[config.mk]
export PLATFORM = sky130hd
export DESIGN_NAME = cmos_dvp_capture
export DESIGN_NICKNAME = d
export VERILOG_FILES = /design/src/rtl/cmos_pkg.sv /design/src/rtl/dvp_sync_edge.sv /design/src/rtl/cmos_dvp_capture.sv
export SDC_FILE = /design/constraint.sdc
export NUM_CORES = 1
export LEC_CHECK = 0
export BUFFER_PORTS_ARGS = -buffer_cell sky130_fd_sc_hd__buf_2
export CAP_MARGIN = 20
export CORE_MARGIN = 2
export CORE_UTILIZATION = 49
export DETAILED_ROUTE_END_ITERATION = 16
export GPL_TIMING_DRIVEN = 0
export PLACE_DENSITY = 0.7
export SETUP_SLACK_MARGIN = 0.4
export SYNTH_ARGS = -nofsm -noshare
export SYNTH_HDL_FRONTEND = slang
export SYNTH_HIERARCHICAL = 1
export SYNTH_SLANG_ARGS = --single-unit
[constraint.sdc]
create_clock -name clk -period 2.3 [get_ports clk]
set_input_delay 0.115 -clock clk [delete_from_list [all_inputs] [get_ports clk]]
set_output_delay 0.115 -clock clk [all_outputs]
set_load 0.01 [all_outputs]
[src/rtl/cmos_pkg.sv]
// Shared types and constants for the DVP capture path (FSM states, RGB565 field widths).
package cmos_pkg;

  typedef enum logic [1:0] {
    WAIT_VS = 2'd0,
    SKIP    = 2'd1,
    ACTIVE  = 2'd2
  } cap_state_t;

  localparam int unsigned R_W   = 5;
  localparam int unsigned G_W   = 6;
  localparam int unsigned B_W   = 5;
  localparam int unsigned PIX_W = R_W + G_W + B_W;

  // Saturating counter width able to hold max_val with headroom: $clog2(max)+1.
  function automatic int unsigned sat_cnt_w(input int unsigned max_val);
    return $clog2(max_val) + 1;
  endfunction

endpackage

[src/rtl/dvp_sync_edge.sv]
// DVP input registers (s1/s2) and rise/fall strobes for vsync and href.
module dvp_sync_edge
  import cmos_pkg::*;
#(
  parameter int unsigned DW = 8
) (
  input  logic          clk,
  input  logic          rst_n,
  input  logic          vsync_i,
  input  logic          href_i,
  input  logic [DW-1:0] d_i,
  output logic          s1_vs,
  output logic          s1_href,
  output logic [DW-1:0] s1_d,
  output logic          s2_vs,
  output logic          vs_rise,
  output logic          href_rise,
  output logic          href_fall
);

  logic          s1_vs_q, s1_vs_d;
  logic          s1_href_q, s1_href_d;
  logic [DW-1:0] s1_d_q, s1_d_d;
  logic          s2_vs_q, s2_vs_d;
  logic          s2_href_q, s2_href_d;

  always_comb begin
    s1_vs_d   = vsync_i;
    s1_href_d = href_i;
    s1_d_d    = d_i;
    s2_vs_d   = s1_vs_q;
    s2_href_d = s1_href_q;
  end

  always_ff @(posedge clk or negedge rst_n) begin
    if (!rst_n) begin
      s1_vs_q   <= 1'b0;
      s1_href_q <= 1'b0;
      s1_d_q    <= '0;
      s2_vs_q   <= 1'b0;
      s2_href_q <= 1'b0;
    end else begin
      s1_vs_q   <= s1_vs_d;
      s1_href_q <= s1_href_d;
      s1_d_q    <= s1_d_d;
      s2_vs_q   <= s2_vs_d;
      s2_href_q <= s2_href_d;
    end
  end

  assign s1_vs     = s1_vs_q;
  assign s1_href   = s1_href_q;
  assign s1_d      = s1_d_q;
  assign s2_vs     = s2_vs_q;
  assign vs_rise   = s1_vs_q & ~s2_vs_q;
  assign href_rise = s1_href_q & ~s2_href_q;
  assign href_fall = ~s1_href_q & s2_href_q;

endmodule

[src/rtl/cmos_dvp_capture.sv]
// DVP byte stream capture: frame skip FSM, RGB565 byte-pair packer, line/frame checkers.
// Optional CMOS_DVP_STAT_EN adds stat_width/stat_height measurement outputs.
module cmos_dvp_capture
  import cmos_pkg::*;
#(
  parameter int unsigned H_ACTIVE    = 800,
  parameter int unsigned V_ACTIVE    = 480,
  parameter int unsigned SKIP_FRAMES = 10,
  parameter int unsigned HIGH_FIRST  = 1
) (
  input  logic             clk,
  input  logic             rst_n,
  input  logic             cmos_vsync,
  input  logic             cmos_href,
  input  logic [7:0]       cmos_d,
  output logic             out_vs,
  output logic             out_de,
  output logic [PIX_W-1:0] out_data,
  output logic             frame_valid,
  output logic             err_line,
  output logic             err_frame
`ifdef CMOS_DVP_STAT_EN
  ,
  output logic [15:0]      stat_width,
  output logic [15:0]      stat_height
`endif
);

  localparam int unsigned PW = sat_cnt_w(H_ACTIVE);
  localparam int unsigned LW = sat_cnt_w(V_ACTIVE);
  localparam int unsigned SW = (SKIP_FRAMES > 0) ? $clog2(SKIP_FRAMES + 1) : 1;
  localparam logic [PW-1:0] H_EXP     = PW'(H_ACTIVE);
  localparam logic [LW-1:0] V_EXP     = LW'(V_ACTIVE);
  localparam logic [SW-1:0] SKIP_LAST = SW'(SKIP_FRAMES - 1);

  logic       s1_vs, s1_href, s2_vs, vs_rise, href_rise, href_fall;
  logic [7:0] s1_d;

  dvp_sync_edge #(.DW(8)) u_sync (
    .clk       (clk),
    .rst_n     (rst_n),
    .vsync_i   (cmos_vsync),
    .href_i    (cmos_href),
    .d_i       (cmos_d),
    .s1_vs     (s1_vs),
    .s1_href   (s1_href),
    .s1_d      (s1_d),
    .s2_vs     (s2_vs),
    .vs_rise   (vs_rise),
    .href_rise (href_rise),
    .href_fall (href_fall)
  );

  cap_state_t       state_q, state_d;
  logic [SW-1:0]    skip_cnt_q, skip_cnt_d;
  logic             byte_phase_q, byte_phase_d;
  logic [7:0]       byte_q, byte_d;
  logic [PIX_W-1:0] pix_q, pix_d;
  logic             pix_vld_q, pix_vld_d;
  logic [PW-1:0]    pix_cnt_q, pix_cnt_d;
  logic [LW-1:0]    line_cnt_q, line_cnt_d;
  logic             frame_armed_q, frame_armed_d;
  logic             out_de_q, out_de_d;
  logic [PIX_W-1:0] out_data_q, out_data_d;
  logic             err_line_q, err_line_d;
  logic             err_frame_q, err_frame_d;
`ifdef CMOS_DVP_STAT_EN
  logic [15:0]      stat_width_q, stat_width_d;
  logic [15:0]      stat_height_q, stat_height_d;
`endif

  logic          active, byte_cycle, phase_cur, line_end, line_err, frame_err;
  logic [LW-1:0] line_cnt_eff;

  always_comb begin
    state_d       = state_q;
    skip_cnt_d    = skip_cnt_q;
    byte_d        = byte_q;
    pix_d         = pix_q;
    pix_vld_d     = 1'b0;
    pix_cnt_d     = pix_cnt_q;
    frame_armed_d = frame_armed_q;
    line_err      = 1'b0;
    frame_err     = 1'b0;
`ifdef CMOS_DVP_STAT_EN
    stat_width_d  = stat_width_q;
    stat_height_d = stat_height_q;
`endif

    active     = (state_q == ACTIVE);
    byte_cycle = s1_href & ~s1_vs;
    phase_cur  = href_rise ? 1'b0 : byte_phase_q;
    // A line counts only if its last byte cycle was outside vsync; this keeps
    // a line ending on the same cycle as vs_rise inside the closing frame.
    line_end   = href_fall & ~s2_vs;

    byte_phase_d = byte_cycle ? ~phase_cur : phase_cur;
    if (byte_cycle) begin
      if (!phase_cur) begin
        byte_d = s1_d;
      end else begin
        pix_d     = (HIGH_FIRST != 0) ? {byte_q, s1_d} : {s1_d, byte_q};
        pix_vld_d = 1'b1;
        if (pix_cnt_q != '1) pix_cnt_d = pix_cnt_q + 1'b1;
      end
    end

    line_cnt_eff = line_cnt_q;
    if (line_end) begin
      line_err = byte_phase_q | (pix_cnt_q != H_EXP);
      if (line_cnt_q != '1) line_cnt_eff = line_cnt_q + 1'b1;
`ifdef CMOS_DVP_STAT_EN
      stat_width_d = 16'(pix_cnt_q);
`endif
    end
    if (href_fall) pix_cnt_d = '0;

    line_cnt_d = line_cnt_eff;
    if (vs_rise) begin
      frame_err  = active & frame_armed_q & (line_cnt_eff != V_EXP);
      line_cnt_d = '0;
      if (active) frame_armed_d = 1'b1;
`ifdef CMOS_DVP_STAT_EN
      stat_height_d = 16'(line_cnt_eff);
`endif
    end

    case (state_q)
      WAIT_VS: begin
        if (vs_rise) begin
          if (SKIP_FRAMES > 0) state_d = SKIP;
          else                 state_d = ACTIVE;
        end
      end
      SKIP: begin
        if (vs_rise) begin
          skip_cnt_d = skip_cnt_q + 1'b1;
          if (skip_cnt_q == SKIP_LAST) state_d = ACTIVE;
        end
      end
      ACTIVE:  state_d = ACTIVE;
      default: state_d = WAIT_VS;
    endcase

    out_de_d    = pix_vld_q & active;
    out_data_d  = (pix_vld_q & active) ? pix_q : out_data_q;
    err_line_d  = line_err & active;
    err_frame_d = frame_err;
  end

  always_ff @(posedge clk or negedge rst_n) begin
    if (!rst_n) begin
      state_q       <= WAIT_VS;
      skip_cnt_q    <= '0;
      byte_phase_q  <= 1'b0;
      byte_q        <= '0;
      pix_q         <= '0;
      pix_vld_q     <= 1'b0;
      pix_cnt_q     <= '0;
      line_cnt_q    <= '0;
      frame_armed_q <= 1'b0;
      out_de_q      <= 1'b0;
      out_data_q    <= '0;
      err_line_q    <= 1'b0;
      err_frame_q   <= 1'b0;
`ifdef CMOS_DVP_STAT_EN
      stat_width_q  <= '0;
      stat_height_q <= '0;
`endif
    end else begin
      state_q       <= state_d;
      skip_cnt_q    <= skip_cnt_d;
      byte_phase_q  <= byte_phase_d;
      byte_q        <= byte_d;
      pix_q         <= pix_d;
      pix_vld_q     <= pix_vld_d;
      pix_cnt_q     <= pix_cnt_d;
      line_cnt_q    <= line_cnt_d;
      frame_armed_q <= frame_armed_d;
      out_de_q      <= out_de_d;
      out_data_q    <= out_data_d;
      err_line_q    <= err_line_d;
      err_frame_q   <= err_frame_d;
`ifdef CMOS_DVP_STAT_EN
      stat_width_q  <= stat_width_d;
      stat_height_q <= stat_height_d;
`endif
    end
  end

  assign out_vs      = s2_vs & active;
  assign out_de      = out_de_q;
  assign out_data    = out_data_q;
  assign frame_valid = active;
  assign err_line    = err_line_q;
  assign err_frame   = err_frame_q;
`ifdef CMOS_DVP_STAT_EN
  assign stat_width  = stat_width_q;
  assign stat_height = stat_height_q;
`endif

endmodule

# After elaboration in Yosys (flattened, before gate mapping)
# Index checks and enable logic that the tools add are counted.
[classes]
n_addsub = 3
n_mul = 0
n_div = 0
order_cmp = 0
eq_ne = 10
shifts = 0
muxes = 17
bitwise_logic = 16
n_reduce_logical = 10
[ops]
columns = ["cell", "count"]
rows = [
  ["two-way mux 11 bit", 4],
  ["two-way mux 10 bit", 3],
  ["adder 11 x 1 -> 11 bit, second input constant", 1],
  ["!= test 11 x 10 -> 1 bit, second input constant", 1],
  ["!= test 11 bit, second input constant", 1],
  ["adder 10 x 1 -> 10 bit, second input constant", 1],
  ["AND 1 bit", 10],
  ["!= test 10 bit, second input constant", 1],
  ["!= test 10 x 9 -> 1 bit, second input constant", 1],
  ["AND reduction 2 bit", 4],
  ["two-way mux 1 bit", 6],
  ["two-way mux 2 bit", 3],
  ["one-hot mux 2 bit (3 select lines)", 1],
  ["AND reduction 3 bit", 2],
  ["nonzero test 2 bit", 3],
  ["NOT 1 bit", 5],
  ["adder 4 x 1 -> 4 bit, second input constant", 1],
  ["== test 4 bit, second input constant", 1],
  ["!= test 2 x 1 -> 1 bit, second input constant", 2],
  ["== test 2 x 1 -> 1 bit, second input constant", 1],
  ["== test 2 bit, second input constant", 1],
  ["logical NOT 2 bit", 1],
  ["!= test 2 bit, second input constant", 1],
  ["bitwise OR 1 bit", 1],
]
[totals]
reg_bits = 85
latch_bits = 0
mem_bits_rw = 0
romBits = 0
inputBits = 12
out_inout_bits = 21
elab_cells = 74
mem_count = 0

# Logic depth before layout (Yosys ltp)
[depth]
word_depth = 7
depth_mapped = 7
mapped_depth_nobuf = 6

# Cells and area by module
# The synthesis kept the hierarchy.
[modules_own_cells]
columns = ["module", "instances", "cells_per_inst", "area_per_inst_um2", "seq_area_each_um2"]
rows = [
  ["cmos_dvp_capture", 1, 275, 3294.4, 1826.8],
  ["dvp_sync_edge", 1, 15, 321.6, 300.3],
]

# Worst setup path before layout
# No wires, ideal clock.
[synth_path]
kind = "reg-to-reg"
startpoint = "register u_sync.s1_href_q, in the netlist u_sync/s1_href"
endpoint = "register pix_q[10]"
setup_time_ps = 125
arrival_ps = 1890
required_ps = 2175
slack_ps = 286
stages_incl_launch_ff = 8
n_path_buf = 2
synth_period_minus_slack_ps = 2014
path_cell_list = "dfrtp_1 and2b_2 nand2b_1 inv_1 ha_1 clkbuf_1 buf_1 mux2_2"
[synth_via]
elab_chain_len = 3
word_cells_on_any_way = 4
classes_between = "mux (1); bitwise (2); reduce/logical (1)"
[synth_rtl]
columns = ["item", "line", "source"]
rows = [
  ["from (decl)", "dvp_sync_edge.sv:22", "logic s1_href_q, s1_href_d;"],
  ["from (signal assigned)", "dvp_sync_edge.sv:44", "s1_href_q <= s1_href_d;"],
  ["AND 1 bit", "dvp_sync_edge.sv:56", "assign href_rise = s1_href_q & ~s2_href_q;"],
  ["via href_rise", "cmos_dvp_capture.sv:36", "logic s1_vs, s1_href, s2_vs, vs_rise, href_rise, href_fall;"],
  ["two-way mux 1 bit", "cmos_dvp_capture.sv:92", "phase_cur = href_rise ? 1'b0 : byte_phase_q;"],
  ["AND reduction 2 bit (no source line)", "n/a", ""],
  ["to (signal assigned)", "cmos_dvp_capture.sv:175", "pix_q <= pix_d;"],
  ["to (decl)", "cmos_dvp_capture.sv:58", "logic [PIX_W-1:0] pix_q, pix_d;"],
]
# The timed path passes the listed nets, and every way through them passes these cells.
# A chain may end at the register's enable or synchronous reset.

# Final worst setup path
[layout_path]
startpoint = "register u_sync.s1_href_q, in the netlist u_sync/s1_href"
endpoint = "register pix_q[5]"
# Same word-level chain as after synthesis.

==> metrics <==
status=finished clean; Power Total=3.98 mW; sw frac=30.2%; I/O pins=33; # diodes=0; Int Pwr=2.78 mW; Lkg Pwr=1.94 nW; fin crit period=between 1500 and 2000 ps; RSZ-0062 raised after global routing=true; Inserted Clock Buffers=9; Top FF cell, synth=dfrtp_1; Final Hold Vio Count=0; vias per inst=slightly above 5; chip width=89.9 um; most frequent cells in the layout=85 x dfrtp_1, 40 x mux2_2, 34 x buf_2, 19 x nor2_1, 16 x nand2_1; Worst VDD drop=~590 uV; Worst Path Required=between 2000 and 3000 ps; Synthesized Nets=~310; Startpoint Class=flop; portion of netlist area occupied by mux cells=13.6%; GRT Total Usage=between 15 and 20%; vias in the first global route=approximately 2.1k; sequential fraction of the synthesis area=58.8%; fin nets=between 300 and 400; Synthesis Warnings=6; post-DP HPWL=a little under 4000 um; gr ovfl total=0; Synth Area in Adders=under 10%; pin count of the biggest net entering global routing=63; worst setup path start=u_sync/s1_href; post-route antenna net violation count=0; Final period util=between 70% and 80%; share of cells above drive strength 1=roughly 29%; Crit Path Class=flop to flop; placed cell count=about 420; worst-path cell chain=and2b_2 > nand2b_1 > inv_1 > ha_1 > buf_4 > buf_6 > mux2_2; largest cells by area after synthesis=dfrtp_1 59%, mux2_2 12%, ha_1 3.8%; final worst setup slack=approximately 490 ps; CTS tree=done; commonest non-fill, non-tap cell in the layout=dfrtp_1; Post-Place Setup Slack=around 140 ps; H-tree depth=3; share of the synthesized area in the top cell type=58.8%; Tightest Pin Transition=a little over 500 ps; fmax=~550 MHz; CP max stage cell=dfrtp_1; post-synthesis simple-gate area fraction=about an eighth; CP endpoint=pix_q[5]; final setup fails=0; clk root buf=clkbuf_8; Worst R2R Start=u_sync/s1_href; reg2reg end=pix_q[5]; flop-to-flop setup slack=about 490 ps; Sw Pwr=approximately 1.2 mW; Hold WS=202 ps; crit path max fanout=10; Post-Place Cell Area=3930 um^2; Logic pwr share=a little over a fifth; Core ar.=just over 7000 um^2; final RePlAce weighted congestion=slightly above 0.8; clock share of power=approximately a quarter; first-pass GRT wire length=10,100 um; Max Slew Vio Count=0; initial antenna violation count=0; IO Port Bufs=32; Crit. End Element=flop; number of flops mapped to enable cells by yosys=0; PD cells=roughly 940 nW/um^2; mapped cell area=around 3600 um^2; Finished Layout Cells=449; Yosys top cell by area=dfrtp_1; Die ar.=8080 um^2; final core occ=between 50% and 60%; clock skew=between 6 and 7 ps; routed wire length=~6000 um; setup_tns=0 ps; R2R depth=7; largest family of logic cells by synthesized area=multiplexers; total of max-cap violations=0; DRC=0; CP Data Arrival Time=2050 ps; Initial Utilization=50.1%; Yosys reg bits=85; area growth from synthesis to layout=17.5%; mean area per synthesized cell=about 12 um^2; Async S/R FF share, synth=between 90% and 100%; xor and xnor area share after synthesis=between 3 and 4%; Reg power frac=a little over half; wire length per cell=13.0 um; CTS sink cnt=85; Max Buffers Root-to-Sink=2; DR iter-0 viols=60; First-pass DRT Iterations=4; Via Count=approximately 2.3k; Rows=31; CP max stage delay=420 ps; design area=approximately 4200 um^2; chip height=89.9 um; Hold WC Path Type=primary input to asynchronous set/reset pin; Slew headroom=approximately two thirds; compound-cell area share of the yosys netlist=under 10%; clock slew at reported path FFs=90 ps; Mapped Cells=290; synth unique cells=40; worst-skew pair later-pin latency=about 350 ps
[synth_stat cells, drive strengths merged, types with 6 or more instances]
master  instances
ha             11
nand2          17
o21ai          11
nand3           9
nor2           19
a21oi           7
dfrtp          85
xor2            6
inv            10
mux2           40
xnor2           7
[power by group through the flow]
stage          Combinational, mW  Clock (mW)  Sequential, mW
6_report                   0.873        1.02            2.09
5_1_grt                    0.982        1.12            2.15
4_1_cts                    0.886        1.05            2.10
3_5_place_dp               0.862           0            2.13
3_3_place_gp               0.819           0            2.11
2_1_floorplan              0.515           0            2.14
[logic make-up (layout without fill, tap and decap cells)]
kind of cell	after synthesis	count (layout)
compound gates	31	31
xor+xnor	13	13
fa+ha+maj	11	11
buf+inv	18	78
flops	85	85
mux	44	44
simple gates	88	88
[flip-flops by register name (all words and copies together), names as in the netlist, 2 cells and up]
signal       flops
pix_cnt_q       11
state_q          2
byte_q           8
line_cnt_q      10
pix_q           16
skip_cnt_q       4
u_sync/s1_d      8
out_data        16
[critical path, delay by kind of cell, from the launching register on]
family | cells | cell delay [ps]
flops | 1 | 420
buf+inv | 3 | 400
simple gates | 2 | 370
fa+ha+maj | 1 | 160
mux | 1 | 350
[area by class of cell]
class | count | area, um^2
timing repair buffer | 44 | 300
buffer | 8 | 45.0
multi-input combinational | 187 | 1430
clock buffer | 9 | 124
clock inverter | 7 | 66.3
fill | 623 | 2970
tap | 99 | 124
sequential | 85 | 2130
inverter | 10 | 37.5
[routing by layer]
layer  track usage [%]  wire (um)  vias up
met4              6.54        106        0
met3              3.77        188       11
li1                  -          -     1128
met5                 0          0        -
met1              21.2       2740     1117
met2              24.6       2820       33
[worst min path at each step]
stage	to	slack (ps)	cells past startpoint
floorplan	byte_phase_q	-180	0
finish	pix_cnt_q[5]	200	2
detailed placement	pix_cnt_q[5]	50	1
global route	pix_cnt_q[7]	220	2
CTS	pix_cnt_q[7]	190	2
global placement	u_sync/s1_d[5]	220	1
[repair_timing]
item	in CTS	in global routing
buffers inserted	0	0
cloned	0	0
hold endpoints to repair	33	0
setup endpoints to repair	10	23
resized for setup	3	6
hold buffers	11	0
No activity file was read; power rests on OpenSTA's default activity.
